===== src/rtl/hw_bench_latency_calc.sv =====
// hw_bench_latency_calc
//
// Pairs command timestamps with status timestamps in arrival order and
// reports the round-trip latency of each command in cycles. Command
// timestamps are queued in a circular buffer. Each accepted status
// timestamp retires the oldest queued command and produces one latency
// record on the lat stream. The same record also updates the running
// count/min/max/sum statistics that the host reads back.
//
// Ports
//   ap_clk, areset       clock, synchronous active-high reset
//   cmdTs_*              command timestamp stream in (tlast ignored)
//   stsTs_*              status timestamp stream in (tlast ignored)
//   lat_*                latency stream out, single-beat records (tlast=1)
//   stat_clear           synchronous statistics clear pulse
//   stat_count/min/max/sum  running statistics, count and sum saturate
//   pending              number of queued command timestamps
module hw_bench_latency_calc #(
  parameter int TS_WIDTH   = 64,
  parameter int FIFO_DEPTH = 16,
  parameter int SUM_WIDTH  = 80,
  parameter int CNT_WIDTH  = 32
) (
  input  logic                          ap_clk,
  input  logic                          areset,
  input  logic                          cmdTs_tvalid,
  output logic                          cmdTs_tready,
  input  logic [TS_WIDTH-1:0]           cmdTs_tdata,
  input  logic                          cmdTs_tlast,
  input  logic                          stsTs_tvalid,
  output logic                          stsTs_tready,
  input  logic [TS_WIDTH-1:0]           stsTs_tdata,
  input  logic                          stsTs_tlast,
  output logic                          lat_tvalid,
  input  logic                          lat_tready,
  output logic [TS_WIDTH-1:0]           lat_tdata,
  output logic                          lat_tlast,
  input  logic                          stat_clear,
  output logic [CNT_WIDTH-1:0]          stat_count,
  output logic [TS_WIDTH-1:0]           stat_min,
  output logic [TS_WIDTH-1:0]           stat_max,
  output logic [SUM_WIDTH-1:0]          stat_sum,
  output logic [$clog2(FIFO_DEPTH):0]   pending
);

  localparam int AW = $clog2(FIFO_DEPTH);
  localparam int PW = AW + 1;

  // Saturating increment of the sample counter.
  function automatic logic [CNT_WIDTH-1:0] sat_inc_cnt(input logic [CNT_WIDTH-1:0] a);
    return (&a) ? a : a + CNT_WIDTH'(1);
  endfunction

  // Saturating accumulate of one latency into the sum; the extra top bit
  // of the widened add is the overflow indicator.
  function automatic logic [SUM_WIDTH-1:0] sat_add_sum(input logic [SUM_WIDTH-1:0] a,
                                                       input logic [TS_WIDTH-1:0]  b);
    logic [SUM_WIDTH:0] s;
    s = {1'b0, a} + (SUM_WIDTH+1)'(b);
    return s[SUM_WIDTH] ? {SUM_WIDTH{1'b1}} : s[SUM_WIDTH-1:0];
  endfunction

  // tlast on both inputs carries no meaning for single-beat timestamps.
  logic unused_tlast;
  assign unused_tlast = cmdTs_tlast ^ stsTs_tlast;

  logic [TS_WIDTH-1:0] mem_q [FIFO_DEPTH];
  logic [AW-1:0]       wr_ptr_q, wr_ptr_d;
  logic [AW-1:0]       rd_ptr_q, rd_ptr_d;
  logic [PW-1:0]       count_q, count_d;
  logic                full_q, full_d;
  logic                empty_q, empty_d;

  logic                lat_tvalid_q, lat_tvalid_d;
  logic [TS_WIDTH-1:0] lat_tdata_q, lat_tdata_d;
  logic [CNT_WIDTH-1:0] cnt_q, cnt_d;
  logic [SUM_WIDTH-1:0] sum_q, sum_d;
  logic [TS_WIDTH-1:0]  min_q, min_d;
  logic [TS_WIDTH-1:0]  max_q, max_d;

  logic                push, pop;
  logic [TS_WIDTH-1:0] delta;

  // Ready is forced low while reset is held so nothing is accepted in the
  // reset cycle; afterwards it is purely the registered full flag.
  assign cmdTs_tready = ~full_q & ~areset;
  assign stsTs_tready = ~empty_q & (~lat_tvalid_q | lat_tready);

  assign push  = cmdTs_tvalid & cmdTs_tready;
  assign pop   = stsTs_tvalid & stsTs_tready;
  // Modulo subtraction handles a wrapped free-running timestamp.
  assign delta = stsTs_tdata - mem_q[rd_ptr_q];

  // ---- Stage: command queue bookkeeping ----
  always_comb begin
    wr_ptr_d = push ? wr_ptr_q + AW'(1) : wr_ptr_q;
    rd_ptr_d = pop  ? rd_ptr_q + AW'(1) : rd_ptr_q;
    count_d  = count_q;
    if (push && !pop) begin
      count_d = count_q + PW'(1);
    end else if (!push && pop) begin
      count_d = count_q - PW'(1);
    end
    full_d  = (count_d == PW'(FIFO_DEPTH));
    empty_d = (count_d == '0);
  end

  always_ff @(posedge ap_clk) begin
    if (push) begin
      mem_q[wr_ptr_q] <= cmdTs_tdata;
    end
  end

  always_ff @(posedge ap_clk) begin
    if (areset) begin
      wr_ptr_q <= '0;
      rd_ptr_q <= '0;
      count_q  <= '0;
      full_q   <= 1'b0;
      empty_q  <= 1'b1;
    end else begin
      wr_ptr_q <= wr_ptr_d;
      rd_ptr_q <= rd_ptr_d;
      count_q  <= count_d;
      full_q   <= full_d;
      empty_q  <= empty_d;
    end
  end

  // ---- Stage: latency output register and statistics ----
  always_comb begin
    lat_tvalid_d = lat_tvalid_q;
    lat_tdata_d  = lat_tdata_q;
    if (pop) begin
      lat_tvalid_d = 1'b1;
      lat_tdata_d  = delta;
    end else if (lat_tready) begin
      lat_tvalid_d = 1'b0;
    end

    // A clear and a sample in the same cycle: clear first, then the sample
    // seeds the fresh statistics.
    cnt_d = stat_clear ? '0 : cnt_q;
    sum_d = stat_clear ? '0 : sum_q;
    min_d = stat_clear ? {TS_WIDTH{1'b1}} : min_q;
    max_d = stat_clear ? '0 : max_q;
    if (pop) begin
      cnt_d = sat_inc_cnt(cnt_d);
      sum_d = sat_add_sum(sum_d, delta);
      if (delta < min_d) min_d = delta;
      if (delta > max_d) max_d = delta;
    end
  end

  always_ff @(posedge ap_clk) begin
    if (areset) begin
      lat_tvalid_q <= 1'b0;
      lat_tdata_q  <= '0;
      cnt_q        <= '0;
      sum_q        <= '0;
      min_q        <= {TS_WIDTH{1'b1}};
      max_q        <= '0;
    end else begin
      lat_tvalid_q <= lat_tvalid_d;
      lat_tdata_q  <= lat_tdata_d;
      cnt_q        <= cnt_d;
      sum_q        <= sum_d;
      min_q        <= min_d;
      max_q        <= max_d;
    end
  end

  assign lat_tvalid = lat_tvalid_q;
  assign lat_tdata  = lat_tdata_q;
  assign lat_tlast  = lat_tvalid_q;
  assign stat_count = cnt_q;
  assign stat_sum   = sum_q;
  assign stat_min   = min_q;
  assign stat_max   = max_q;
  assign pending    = count_q;

endmodule


===== config.mk =====
export PLATFORM = sky130hd
export DESIGN_NAME = hw_bench_latency_calc
export DESIGN_NICKNAME = d
export VERILOG_FILES = /design/src/rtl/hw_bench_latency_calc.sv
export SDC_FILE = /design/constraint.sdc
export NUM_CORES = 2
export LEC_CHECK = 0
export BUFFER_PORTS_ARGS = -buffer_cell sky130_fd_sc_hd__buf_2
export CAP_MARGIN = 0
export CORE_UTILIZATION = 50
export DETAILED_ROUTE_END_ITERATION = 8
export PLACE_DENSITY_LB_ADDON = 0.15
export SYNTH_ARGS = -nofsm -noshare
export SYNTH_HDL_FRONTEND = slang
export SYNTH_SLANG_ARGS = --single-unit

===== constraint.sdc =====
create_clock -name ap_clk -period 24.4 [get_ports ap_clk]
set_clock_uncertainty 0.1 [all_clocks]
set_input_delay 4.88 -clock ap_clk [delete_from_list [all_inputs] [get_ports ap_clk]]
set_output_delay 4.88 -clock ap_clk [all_outputs]
set_load 0.02 [all_outputs]

==> reports/results.ini <==
[setup_path]
crit_path_end_kind=register
startpoint=stsTs_tdata[0]
critPathArrivalTime_ns=13.40
crit_path_max_incr_delay_ns=0.83
cp-endpoint=stat_max[1]$_SDFF_PP0_
rrSetupSlack_ns=12.98
reg2regPathDepth=30
worstPathRequired_ns=25.00
start_kind=input port
crit_type=in2reg
critPathSlowestCell=a21oi_4
r2r-end=stat_max[1]$_SDFF_PP0_
cp_max_fo=70

[global_routing]
grt_pass1_vias=38523
gr-total-overflow=0
grt_max_degree=160
grtUsageTotal=0.2662
grt_pass1_wl_um=249000
antenna_found_initial=36

[synth]
yosysTopAreaCell=edfxtp_1
syn-num-nets=4889
yosysWarnings=0
ys_seq_area_frac=0.6009
syn_area_per_cell_um2=13.75
synth_cell_types=102
netlist.area_leader.share=0.4962
syn_area_mm2=0.06197
ys_async_sr_fraction=0
yosysMostFrequentCell=edfxtp_1
ys_top_cells_by_area=edfxtp_1, mux4_2, dfxtp_1, ha_1, a21oi_1
synth-edff-count=1024
synth_ff_type=edfxtp_1
synth_commonest_cells=edfxtp_1, nand2_1, dfxtp_1
synth_seq_cells=1348
synthCells=4507

[pwr]
p_leak_uw=0.02512
power_density_mw_per_mm2=98.60
peakVddDrop_mv=0.1029

[route]
drcViolationCount=0
num_vias=39855
ant_nets=0
avgViaCountPerCell=5.973
routed_wl_um=168000
wl_per_cell_um=25.17
firstDrtPassIters=6
drt_iter0_markers=3734

[finish]
multi_input_area_mm2=0.02339
nNetsFinal=5316
seqCellArea_mm2=0.03725
fin_util=0.5780
drive_gt1_frac=0.2328
fillers=9726
postLayoutCellArea_mm2=0.07072
area_growth_pct=14.13

[die]
start_util=0.5065
coreArea_mm2=0.1224
die_h_um=354.0
row_count=128
io_pins=449
die_area_mm2=0.1253
die_w_um=354.0

[placement]
place.port_buffers=446
dpl_cell_area_mm2=0.06607
dp_slack_ns=10.86
hpwl_um=107500
place_congestion=0.9031

[timing]
hold_violations=0
setup_ws_ns=11.60
worst_pin_slew_ns=1.168
setup_violations=0
min_period_over_period=0.5245
rsz0062_at_grt=false
timing.fmax_mhz=78.14
setup_tns_ns=0
relSlewSlack=0.2159
drv_slew=0
min_period_ns=12.80

[worst_hold_path]
hold_class=reg2reg
min_from=lat_tdata[30]$_SDFFE_PP0P_
worstHoldPathCells=2

[clock_tree]
cts_max_level=4
numCtsBuffers=143
cts_root_buf=clkbuf_16
clk_latency_ns=0.78
cts.hold.buffers_added=0
cts_resized=0
cts_tree=done
cts.path.max_buffers=3
cts_sinks=1348
post_cts_buffers=0
clk_pin_slew_ns=0.06

[status]
outcome=complete, no violations

[job]
drv_cap=0

[layout by cell type, fill, tap and decap left out, drive strengths merged, types with 13 or more instances in the layout]
cell type / instances
nor2: 243
mux2i: 19
nor3b: 15
dfxtp: 324
nor3: 97
o21ai: 165
clkbuf: 193
nand3: 57
o211ai: 16
a31oi: 104
and2: 26
nand2b: 28
inv: 135
o21bai: 25
ha: 244
xor2: 71
and3: 23
nand4: 51
edfxtp: 1024
a211o: 13
a21oi: 314
o21a: 22
clkinv: 39
or2: 56
nor2b: 104
nand2: 384
buf: 526
mux4: 320
or3: 15
a211oi: 22
xnor2: 103
a21o: 74
[logic make-up (layout without fill, tap and decap cells)]
logic type | Yosys count | after routing | synth area share
other cells | 0 | 9 | 0
buf+inv | 378 | 909 | 0.02387
mux | 350 | 350 | 0.1214
flops | 1348 | 1348 | 0.6009
xor+xnor | 181 | 181 | 0.02744
compound gates | 863 | 863 | 0.08769
simple gates | 1132 | 1132 | 0.08739
fa+ha+maj | 255 | 255 | 0.05137
[state kept, by name, summed over array words and instances (netlist names), named ones only]
name        cells
stat_count     32
stat_max       64
stat_sum       80
stat_min       64
mem_q        1024
lat_tlast       1
rd_ptr_q        4
full_q          1
wr_ptr_q        4
empty_q         1
lat_tdata      64
pending         5
[how the worst min path moves through the flow]
stage	endpoint	slack [ns]
floorplan	register	0.37
global placement	lat_tdata[25]$_SDFFE_PP0P_	0.34
detailed placement	lat_tdata[31]$_SDFFE_PP0P_	0.34
CTS	lat_tdata[31]$_SDFFE_PP0P_	0.35
global route	lat_tdata[31]$_SDFFE_PP0P_	0.37
finish	lat_tdata[30]$_SDFFE_PP0P_	0.35
[cell type report]
cell class | count | share of cell area
antenna | 9 | 0.0003184
clock buffer | 192 | 0.05656
clock inverter | 57 | 0.008917
inverter | 133 | 0.007077
multi-input combinational | 2781 | 0.3308
sequential | 1348 | 0.5267
tap | 1625 | 0.02875
timing repair buffer | 527 | 0.04090
[through the flow]
stage               hold WS (ns)  std cells  total power (µW)
floorplan                 0.3678       4507              4197
global placement          0.3400       6414              4847
detailed placement        0.3447       6414              4864
CTS                       0.3524       6663              7007
global route              0.3695       6666              7316
finish                    0.3491       6672              6973
[routing by layer]
layer  part of all wire  GRT usage  up-vias  wire, µm
met5             0.0012          0        -       202
met2               0.48     0.4381     1344     81450
li1                   -          -    18138         -
met1               0.42     0.3660    20085     70710
met3              0.071    0.04851      256     11890
met4              0.022    0.06784       32      3700
[worst max-delay path, delay by kind of cell]
| family | cells | cell delay [ns] |
|---|---|---|
| AOI/OAI and AO/OA | 13 | 4.30 |
| and+or+nand+nor | 7 | 1.59 |
| buffers and inverters | 4 | 1.08 |
| adders and majority gates | 3 | 0.92 |
| muxes | 1 | 0.41 |
| xor gates and xnor gates | 1 | 0.13 |
[report_power, final]
group / switching [µW] / internal (µW) / total, µW
clock network: 896 / 1250 / 2140
logic: 1320 / 858 / 2180
registers: 77.5 / 2570 / 2650
total: 2300 / 4680 / 6970
Power figures use the tool's default switching activity.
